### config.mk
export PLATFORM = sky130hd
export DESIGN_NAME = window_streamer_flat
export DESIGN_NICKNAME = d
export VERILOG_FILES = /design/src/rtl/window_streamer_if.sv /design/src/rtl/window_streamer.sv /design/src/flat_wrapper.sv
export SDC_FILE = /design/constraint.sdc
export NUM_CORES = 1
export LEC_CHECK = 0
export BUFFER_PORTS_ARGS = -buffer_cell sky130_fd_sc_hd__buf_2
export CAP_MARGIN = 20
export CORE_UTILIZATION = 65
export CTS_BUF_LIST = sky130_fd_sc_hd__clkbuf_16
export CTS_CLUSTER_SIZE = 16
export DETAILED_ROUTE_END_ITERATION = 10
export GPL_TIMING_DRIVEN = 1
export PLACE_DENSITY = 0.87
export SYNTH_ARGS = -nofsm -noshare
export SYNTH_HDL_FRONTEND = slang
export SYNTH_SLANG_ARGS = --single-unit
### constraint.sdc
create_clock -name clk -period 8.1 [get_ports clk]
set_input_delay 0.405 -clock clk [delete_from_list [all_inputs] [get_ports clk]]
set_output_delay 0.405 -clock clk [all_outputs]
set_load 0.005 [all_outputs]
### src/rtl/window_streamer_if.sv
// Memory read bus and pixel output stream of the window streamer.
// The streamer drives the master side; the image buffer and the pixel consumer sit on the slave side.
interface window_streamer_if #(
    parameter int DATA_WIDTH = 8,
    parameter int ADDR_WIDTH = 16
);
    logic                  mem_rd_en;
    logic [ADDR_WIDTH-1:0] mem_addr;
    logic [DATA_WIDTH-1:0] mem_rd_data;
    logic                  pix_valid;
    logic                  pix_ready;
    logic [DATA_WIDTH-1:0] pix_data;
    logic [7:0]            pix_x;
    logic [7:0]            pix_y;

    modport master (
        output mem_rd_en, mem_addr, pix_valid, pix_data, pix_x, pix_y,
        input  mem_rd_data, pix_ready
    );

    modport slave (
        input  mem_rd_en, mem_addr, pix_valid, pix_data, pix_x, pix_y,
        output mem_rd_data, pix_ready
    );
endinterface

### src/rtl/window_streamer.sv
// Walks a padded-space window in raster order and streams its pixels.
// Real pixels are fetched from the image buffer; pixels in the padding ring are emitted as zero.
module window_streamer #(
    parameter int DATA_WIDTH = 8,
    parameter int ADDR_WIDTH = 16
) (
    input  logic       clk,
    input  logic       rst,
    input  logic [7:0] image_dim,
    input  logic [1:0] padding,
    input  logic [7:0] x_min,
    input  logic [7:0] x_max,
    input  logic [7:0] y_min,
    input  logic [7:0] y_max,
    input  logic       start,
    output logic       busy,
    output logic       done,
    window_streamer_if.master bus
);

    typedef enum logic [1:0] {
        S_IDLE,
        S_ISSUE,
        S_DRAIN,
        S_FINISH
    } state_t;

    state_t state_q, state_d;

    // Latched job parameters
    logic [7:0] x_min_q, x_max_q, y_min_q, y_max_q, dim_q;
    logic [1:0] pad_q;

    // Walk position
    logic [7:0] cx, cy;

    // One-cycle slot stage: holds the slot issued last cycle while its read returns.
    logic       stg_valid;
    logic       stg_real;
    logic [7:0] stg_x, stg_y;

    // Two-entry output FIFO
    logic [DATA_WIDTH-1:0] fifo_data [2];
    logic [7:0]            fifo_x    [2];
    logic [7:0]            fifo_y    [2];
    logic                  wr_ptr, rd_ptr;
    logic [1:0]            fifo_count;

    logic                  load, issue, issue_ok, last_slot;
    logic                  cur_real, push, pop;
    logic [8:0]            pad9, lim9;
    logic [ADDR_WIDTH-1:0] cur_addr;

    // Real-pixel test in 9 bits so padding+image_dim cannot overflow past 255.
    assign pad9     = {7'b0, pad_q};
    assign lim9     = pad9 + {1'b0, dim_q};
    assign cur_real = ({1'b0, cx} >= pad9) && ({1'b0, cx} < lim9) &&
                      ({1'b0, cy} >= pad9) && ({1'b0, cy} < lim9);
    assign cur_addr = ADDR_WIDTH'(cy - {6'b0, pad_q}) * ADDR_WIDTH'(dim_q) +
                      ADDR_WIDTH'(cx - {6'b0, pad_q});

    assign last_slot = (cx == x_max_q) && (cy == y_max_q);

    assign pop  = bus.pix_valid && bus.pix_ready;
    assign push = stg_valid;

    // A new slot may enter the stage only if the FIFO is guaranteed a free entry
    // when that slot lands; counting this cycle's pop keeps one pixel per cycle.
    assign issue_ok = ({1'b0, fifo_count} + {2'b0, stg_valid}) < (3'd2 + {2'b0, pop});

    assign bus.pix_valid = (fifo_count != 2'd0);
    assign bus.pix_data  = fifo_data[rd_ptr];
    assign bus.pix_x     = fifo_x[rd_ptr];
    assign bus.pix_y     = fifo_y[rd_ptr];

    assign bus.mem_rd_en = issue && cur_real;
    assign bus.mem_addr  = (issue && cur_real) ? cur_addr : '0;

    // State register
    always_ff @(posedge clk or posedge rst) begin
        if (rst) begin
            state_q <= S_IDLE;
        end else begin
            state_q <= state_d;
        end
    end

    // Next-state, slot issue and status outputs
    always_comb begin
        state_d = state_q;
        load    = 1'b0;
        issue   = 1'b0;
        busy    = 1'b0;
        done    = 1'b0;
        case (state_q)
            S_IDLE: begin
                if (start) begin
                    load = 1'b1;
                    if ((x_min > x_max) || (y_min > y_max)) begin
                        state_d = S_FINISH;
                    end else begin
                        state_d = S_ISSUE;
                    end
                end
            end
            S_ISSUE: begin
                busy = 1'b1;
                if (issue_ok) begin
                    issue = 1'b1;
                    if (last_slot) begin
                        state_d = S_DRAIN;
                    end
                end
            end
            S_DRAIN: begin
                busy = 1'b1;
                if (!stg_valid && (fifo_count == 2'd0)) begin
                    state_d = S_FINISH;
                end
            end
            S_FINISH: begin
                done    = 1'b1;
                state_d = S_IDLE;
            end
            default: state_d = S_IDLE;
        endcase
    end

    // Job latch, raster walk, slot stage and output FIFO
    always_ff @(posedge clk or posedge rst) begin
        if (rst) begin
            x_min_q    <= '0;
            x_max_q    <= '0;
            y_min_q    <= '0;
            y_max_q    <= '0;
            dim_q      <= '0;
            pad_q      <= '0;
            cx         <= '0;
            cy         <= '0;
            stg_valid  <= 1'b0;
            stg_real   <= 1'b0;
            stg_x      <= '0;
            stg_y      <= '0;
            wr_ptr     <= 1'b0;
            rd_ptr     <= 1'b0;
            fifo_count <= '0;
            for (int unsigned i = 0; i < 2; i++) begin
                fifo_data[i] <= '0;
                fifo_x[i]    <= '0;
                fifo_y[i]    <= '0;
            end
        end else begin
            if (load) begin
                x_min_q <= x_min;
                x_max_q <= x_max;
                y_min_q <= y_min;
                y_max_q <= y_max;
                dim_q   <= image_dim;
                pad_q   <= padding;
                cx      <= x_min;
                cy      <= y_min;
            end

            // Wrap by comparing with the latched bound, never with cx+1,
            // so a window ending at 255 cannot alias through the overflow.
            if (issue) begin
                if (cx == x_max_q) begin
                    cx <= x_min_q;
                    cy <= cy + 8'd1;
                end else begin
                    cx <= cx + 8'd1;
                end
            end

            // Padding slots travel through the same stage as reads, so there is
            // only ever one FIFO push per cycle and raster order is kept for free.
            stg_valid <= issue;
            if (issue) begin
                stg_real <= cur_real;
                stg_x    <= cx;
                stg_y    <= cy;
            end

            if (push) begin
                fifo_data[wr_ptr] <= stg_real ? bus.mem_rd_data : '0;
                fifo_x[wr_ptr]    <= stg_x;
                fifo_y[wr_ptr]    <= stg_y;
                wr_ptr            <= ~wr_ptr;
            end
            if (pop) begin
                rd_ptr <= ~rd_ptr;
            end
            case ({push, pop})
                2'b10:   fifo_count <= fifo_count + 2'd1;
                2'b01:   fifo_count <= fifo_count - 2'd1;
                default: fifo_count <= fifo_count;
            endcase
        end
    end

endmodule

### src/flat_wrapper.sv
// flat-port wrapper written by rule: the top's interface ports become plain ports
module window_streamer_flat 
#(
    parameter int DATA_WIDTH = 8,
    parameter int ADDR_WIDTH = 16
)
  (clk, rst, image_dim, padding, x_min, x_max, y_min, y_max, start, busy, done, bus_mem_rd_en, bus_mem_addr, bus_pix_valid, bus_pix_data, bus_pix_x, bus_pix_y, bus_mem_rd_data, bus_pix_ready);
  window_streamer_if #(.DATA_WIDTH(DATA_WIDTH), .ADDR_WIDTH(ADDR_WIDTH)) bus_i ();
  input  logic clk;
  input  logic rst;
  input  logic [7:0] image_dim;
  input  logic [1:0] padding;
  input  logic [7:0] x_min;
  input  logic [7:0] x_max;
  input  logic [7:0] y_min;
  input  logic [7:0] y_max;
  input  logic start;
  output logic busy;
  output logic done;
  output wire logic [$bits(bus_i.mem_rd_en)-1:0] bus_mem_rd_en;
  output wire logic [$bits(bus_i.mem_addr)-1:0] bus_mem_addr;
  output wire logic [$bits(bus_i.pix_valid)-1:0] bus_pix_valid;
  output wire logic [$bits(bus_i.pix_data)-1:0] bus_pix_data;
  output wire logic [$bits(bus_i.pix_x)-1:0] bus_pix_x;
  output wire logic [$bits(bus_i.pix_y)-1:0] bus_pix_y;
  input wire logic [$bits(bus_i.mem_rd_data)-1:0] bus_mem_rd_data;
  input wire logic [$bits(bus_i.pix_ready)-1:0] bus_pix_ready;
  assign bus_mem_rd_en = bus_i.mem_rd_en;
  assign bus_mem_addr = bus_i.mem_addr;
  assign bus_pix_valid = bus_i.pix_valid;
  assign bus_pix_data = bus_i.pix_data;
  assign bus_pix_x = bus_i.pix_x;
  assign bus_pix_y = bus_i.pix_y;
  assign bus_i.mem_rd_data = bus_mem_rd_data;
  assign bus_i.pix_ready = bus_pix_ready;
  window_streamer #(.DATA_WIDTH(DATA_WIDTH), .ADDR_WIDTH(ADDR_WIDTH)) u_core (.clk(clk), .rst(rst), .image_dim(image_dim), .padding(padding), .x_min(x_min), .x_max(x_max), .y_min(y_min), .y_max(y_max), .start(start), .busy(busy), .done(done), .bus(bus_i));
endmodule
* Word-level counts from Yosys, hierarchy flattened
Cells that the tools add are included.
** Storage, ports and cells
- Flip-flop bits (word level) :: 122
- Bits of input ports :: 54
- Logic and storage cells :: 109
- Output and inout port bits :: 44
** Operators by class
- Multiplexer cells :: 35
- Magnitude comparators :: 10
- Multiply operators :: 1
- Reduce and logical (&&, ||, !) cells :: 17
- Equal/unequal tests :: 11
- $add $sub $neg :: 10
- Bitwise logic cells :: 4
** Operators with widths (number)
- $mux W8 :: 17
- $bwmux W16 :: 3
- $lt A8 B9 Y1 :: 2
- $sub A8 B2 Y9 :: 2
- $add A16 B16 Y16 :: 1
- $add A8 B1 Y8 const B :: 2
- $eq A8 B8 Y1 :: 2
- $ge A8 B2 Y1 :: 2
- $gt A8 B8 Y1 :: 2
- $mul A16 B8 Y16 :: 1
- $mux W16 :: 1
- $mux W2 :: 5
- $add A2 B8 Y9 :: 1
- $demux W8 S1 :: 1
- $logic_and A1 B1 Y1 :: 8
- $pmux W2 S4 :: 1
- $eq A2 B2 Y1 const B :: 3
- $mux W1 :: 6
- $ne A2 B1 Y1 const B :: 3
- $reduce_bool A2 Y1 :: 3
- $eq A2 B1 Y1 const B :: 2
- $ge A2 B2 Y1 const B :: 2
- $logic_not A2 Y1 :: 2
- $not A1 Y2 :: 2
- 13 further kinds :: 14

* Logic depth before layout (Yosys ltp)
- Word-level depth :: 8
- Depth in mapped cells :: 23
- Depth with buffers taken out :: 22

* Least setup slack after synthesis
Ideal clock, no wire load.
- Path kind :: reg-to-output
- Start :: reg u_core.cy[0]
- End :: out bus_mem_addr[12]
- Buffers on the path :: 1
- Slack :: 2.344 ns
- Cell stages (with the launch flop) :: 23
- Required time :: 7.695 ns
- Data arrival time :: 5.351 ns
- Cell sequence :: dfrtp_1 > clkbuf_1 > inv_1 > ha_1 > inv_1 > fa_1 > nor2_1 > xnor2_1 > nand2_1 > fa_1 > inv_1 > fa_1 > inv_1 > fa_1 > fa_1 > inv_1 > ha_1 > a21o_1 > a21o_1 > o21ai_0 > a211oi_1 > o21a_1 > nor4_1
** Between the ends
- Word-level cells in the longest chain between the ends :: 5
- Elaborated cells between the ends (all ways) :: 9
- Those cells by class :: 2 x add/sub; 1 x mul; 2 x order compare; 1 x mux; 3 x reduce/logical
** RTL lines
- start: declaration :: line window_streamer.sv:35 : logic [7:0] cx, cy;
- start signal: assignment :: line window_streamer.sv:161 : cy <= y_min;
- start signal: assignment :: line window_streamer.sv:169 : cy <= cy + 8'd1;
- parallel branches: the longest is 4 deep, another holds $mul A16 B8 Y16
- $mux W16 * :: line window_streamer.sv:77 : assign bus.mem_addr = (issue && cur_real) ? cur_addr : '0;
- end: declaration :: line flat_wrapper.sv:21 : output wire logic [$bits(bus_i.mem_addr)-1:0] bus_mem_addr;
Mark *: on every way between the ends.

* Final worst setup path
- Start :: reg u_core.cy[0]
- End :: out bus_mem_addr[13]
The elaborated chain is that of the path after synthesis.

==> flow_summary.toml <==
[clock_network]
holdBufCountCts = 0
cts_root_buf = "clkbuf_16"
cts_max_level = 4
clk_pin_slew_ns = 0.06
cts_max_path_buffers = 2
cts_tree = "done"
cts_setup_buffers = 0
cts_resized = 0
clock_latency_ns = 0.42
cts_sinks = 122
cts_inserted_buffers = 17

[drt]
dr.pass1.iters = 5
wl_per_cell_um = 17.19
vias = 7658
drt-total-wl_um = 22630
drt_iter0_markers = 492
ant_nets = 0
avgViaCountPerCell = 5.815
drc = 0

[timing]
rsz0062_at_grt = "false"
timing.fmax_mhz = 147.2
hold_violations = 0
max_slew_margin_pct = 25.21
post-route-period-util_pct = 83.87
setup_viol = 0
whs_ns = 0.07733
post-route-min-period_ns = 6.793
fin_tns_setup_ns = 0
fin_worst_skew_ns = 0.007447
drv_slew = 0
worst_pin_slew_ns = 1.122

[setup_path]
slowest_delay_ns = 0.58
crit_path_top_delay_cell = "fa_1"
r2r_end = "u_core.cy[6]"
required_ns = 7.70
end_kind = "primary output"
r2r_slack_ns = 4.30
worstPathArrival_ns = 6.39
critPathKind = "register to primary output"
cp_cell_sequence = "inv_1 -> ha_1 -> inv_1 -> fa_1 -> nor3_1 -> xnor2_1 -> nand2_1 -> fa_1 -> inv_1 -> fa_1 -> fa_1 -> inv_1 -> fa_1 -> inv_1 -> ha_1 -> nor3_1 -> o211ai_1 -> a31o_2 -> a21oi_1 -> xor2_1 -> nor3_1 -> buf_2"
start_kind = "register"
worstPathMaxFanout = 9
worstReg2RegStart = "u_core.push"
r2r_cells = 8

[yosys]
ys_seq_elements = 122
yosysSeqAreaShare_pct = 31.48
yosysMostFrequentCell = "nand2_1"
synth_top_cell_area_share_pct = 31.48
ys.flop_type = "dfrtp_1"
synth_warnings = 0
syn_area_per_cell_sq_um = 9.298
syn_inst = 1043
synth_edf_count = 0
syn_nets = 1238
synthArstFlopShare_pct = 100.0
yosys-top-cells-count = "nand2_1, inv_1, dfrtp_1"
synth_area_leaders = "dfrtp_1, fa_1, ha_1, nand2_1, mux2_2"
yosys.area.top_type = "dfrtp_1"
synthesis.area_sq_um = 9698
synth.distinct_cells = 57

[finish]
nets = 1315
drive_above_1_share_pct = 17.74
fill_cells = 1005
num_antenna_cells = 0
syn_to_final_growth_pct = 12.00

[global_routing]
grt_pass1_wl_um = 37050
grt_antenna_before_repair = 0
first_global_vias = 7714
grt_max_degree = 71
overflow = 0
grt_use_total_pct = 31.67

[power]
p_leak_uw = 0.005418
ir_drop_mv = 0.2077
power_density_nw_per_um2 = 293.3
fin_total_pwr_uw = 3186

[floorplan]
dieArea_sq_um = 15410
initial_core_util_pct = 66.73
fp.dieW_um = 124.1
num_rows = 44
die_y_um = 124.1
num_io_pins = 98
core_area_sq_um = 14530

[hold_path]
hold_path.class = "input pin to async pin"

[placed_design]
portBuffers = 97
place_congestion = 0.8699
dp.final_hpwl_um = 15670

[status]
outcome = "finished, final reports clean"

[run]
maxCapViolCount = 0
layout by cell type (no fill, tap or decap), types with 32 or more instances in the layout:
master,Yosys,layout
o21ai_0,65,65
inv_1,135,134
fa_1,69,69
buf_2,7,97
ha_1,72,72
mux2_2,56,56
and2_1,32,32
nand2_1,187,186
dfrtp_1,122,122
xnor2_1,37,37
sequential cells by signal, indices dropped and copies added, names as in the netlist:
register	flops
u_core.x_max_q	8
u_core.fifo_data	16
u_core.stg_y	8
u_core.fifo_y	16
u_core.stg_x	8
u_core.state_q	2
u_core.x_min_q	8
u_core.fifo_count	2
u_core.fifo_x	16
u_core.stg_real	1
u_core.cy	8
u_core.pad_q	2
u_core.y_max_q	8
u_core.rd_ptr	1
u_core.cx	8
u_core.dim_q	8
u_core.push	1
u_core.wr_ptr	1
cells by family (layout without fill, tap and decap cells):
| group | after synthesis | after routing | share of synthesized area (%) |
|---|---|---|---|
| AO/OA/AOI/OAI | 139 | 139 | 8.554 |
| XOR/XNOR | 63 | 63 | 5.831 |
| adder cells (fa/ha/maj) | 141 | 141 | 23.53 |
| buffers and inverters | 181 | 271 | 7.251 |
| flip-flops | 122 | 122 | 31.48 |
| multiplexers | 60 | 60 | 6.928 |
| AND/OR/NAND/NOR | 337 | 337 | 16.42 |
routing by layer:
metal	GRT usage, %	part of all wire [%]	up-vias
met5	0	0	-
met4	12.28	2.4	0
met3	6.273	7.2	47
met2	53.42	50	314
met1	40.13	40	3745
li1	-	-	3552
through the flow:
stage	area, sq um	setup WS [ns]	cells	utilization, %
after floorplan	9698	2.344	1043	-
after global placement	10260	1.993	1284	70.59
after detailed placement	10290	1.834	1285	70.78
after CTS	10860	1.362	1317	74.73
after global routing	10860	0.8372	1317	74.73
final	10860	1.307	1317	74.73
worst max path at each step:
stage,slack [ns],end,cells after the start,from
2_1_floorplan,2.34,bus_mem_addr[12],22,u_core.cy[0]
6_report,1.31,bus_mem_addr[13],22,u_core.cy[0]
3_3_place_gp,1.99,bus_mem_addr[13],21,u_core.cy[0]
4_1_cts,1.36,bus_mem_addr[13],21,u_core.cy[0]
3_5_place_dp,1.83,bus_mem_addr[13],21,u_core.cy[0]
5_1_grt,0.84,bus_mem_addr[15],21,u_core.cy[0]
layout make-up:
type                            instances  area [sq um]  area share (%)
Inverter                              137         516.7           4.758
Clock buffer                           17         425.4           3.917
Multi-Input combinational cell        740          5944           54.73
Clock inverter                         15         148.9           1.371
Sequential cell                       122          3053           28.11
Timing Repair Buffer                  102         543.0           4.999
Tap cell                              184         230.2           2.120
critical path, delay by kind of cell (launching register included):
family,cells,cell delay [ns]
AOI/OAI and AO/OA,3,0.61
and+or+nand+nor,4,0.87
DFF,1,0.48
adders and majority gates,7,2.97
buffers and inverters,6,0.48
xor gates and xnor gates,2,0.55
where the power goes:
part,switching (uW),internal (uW)
clock network,292,452
logic,781,613
registers,245,804
total,1320,1870
No activity file was read; power rests on OpenSTA's default activity.
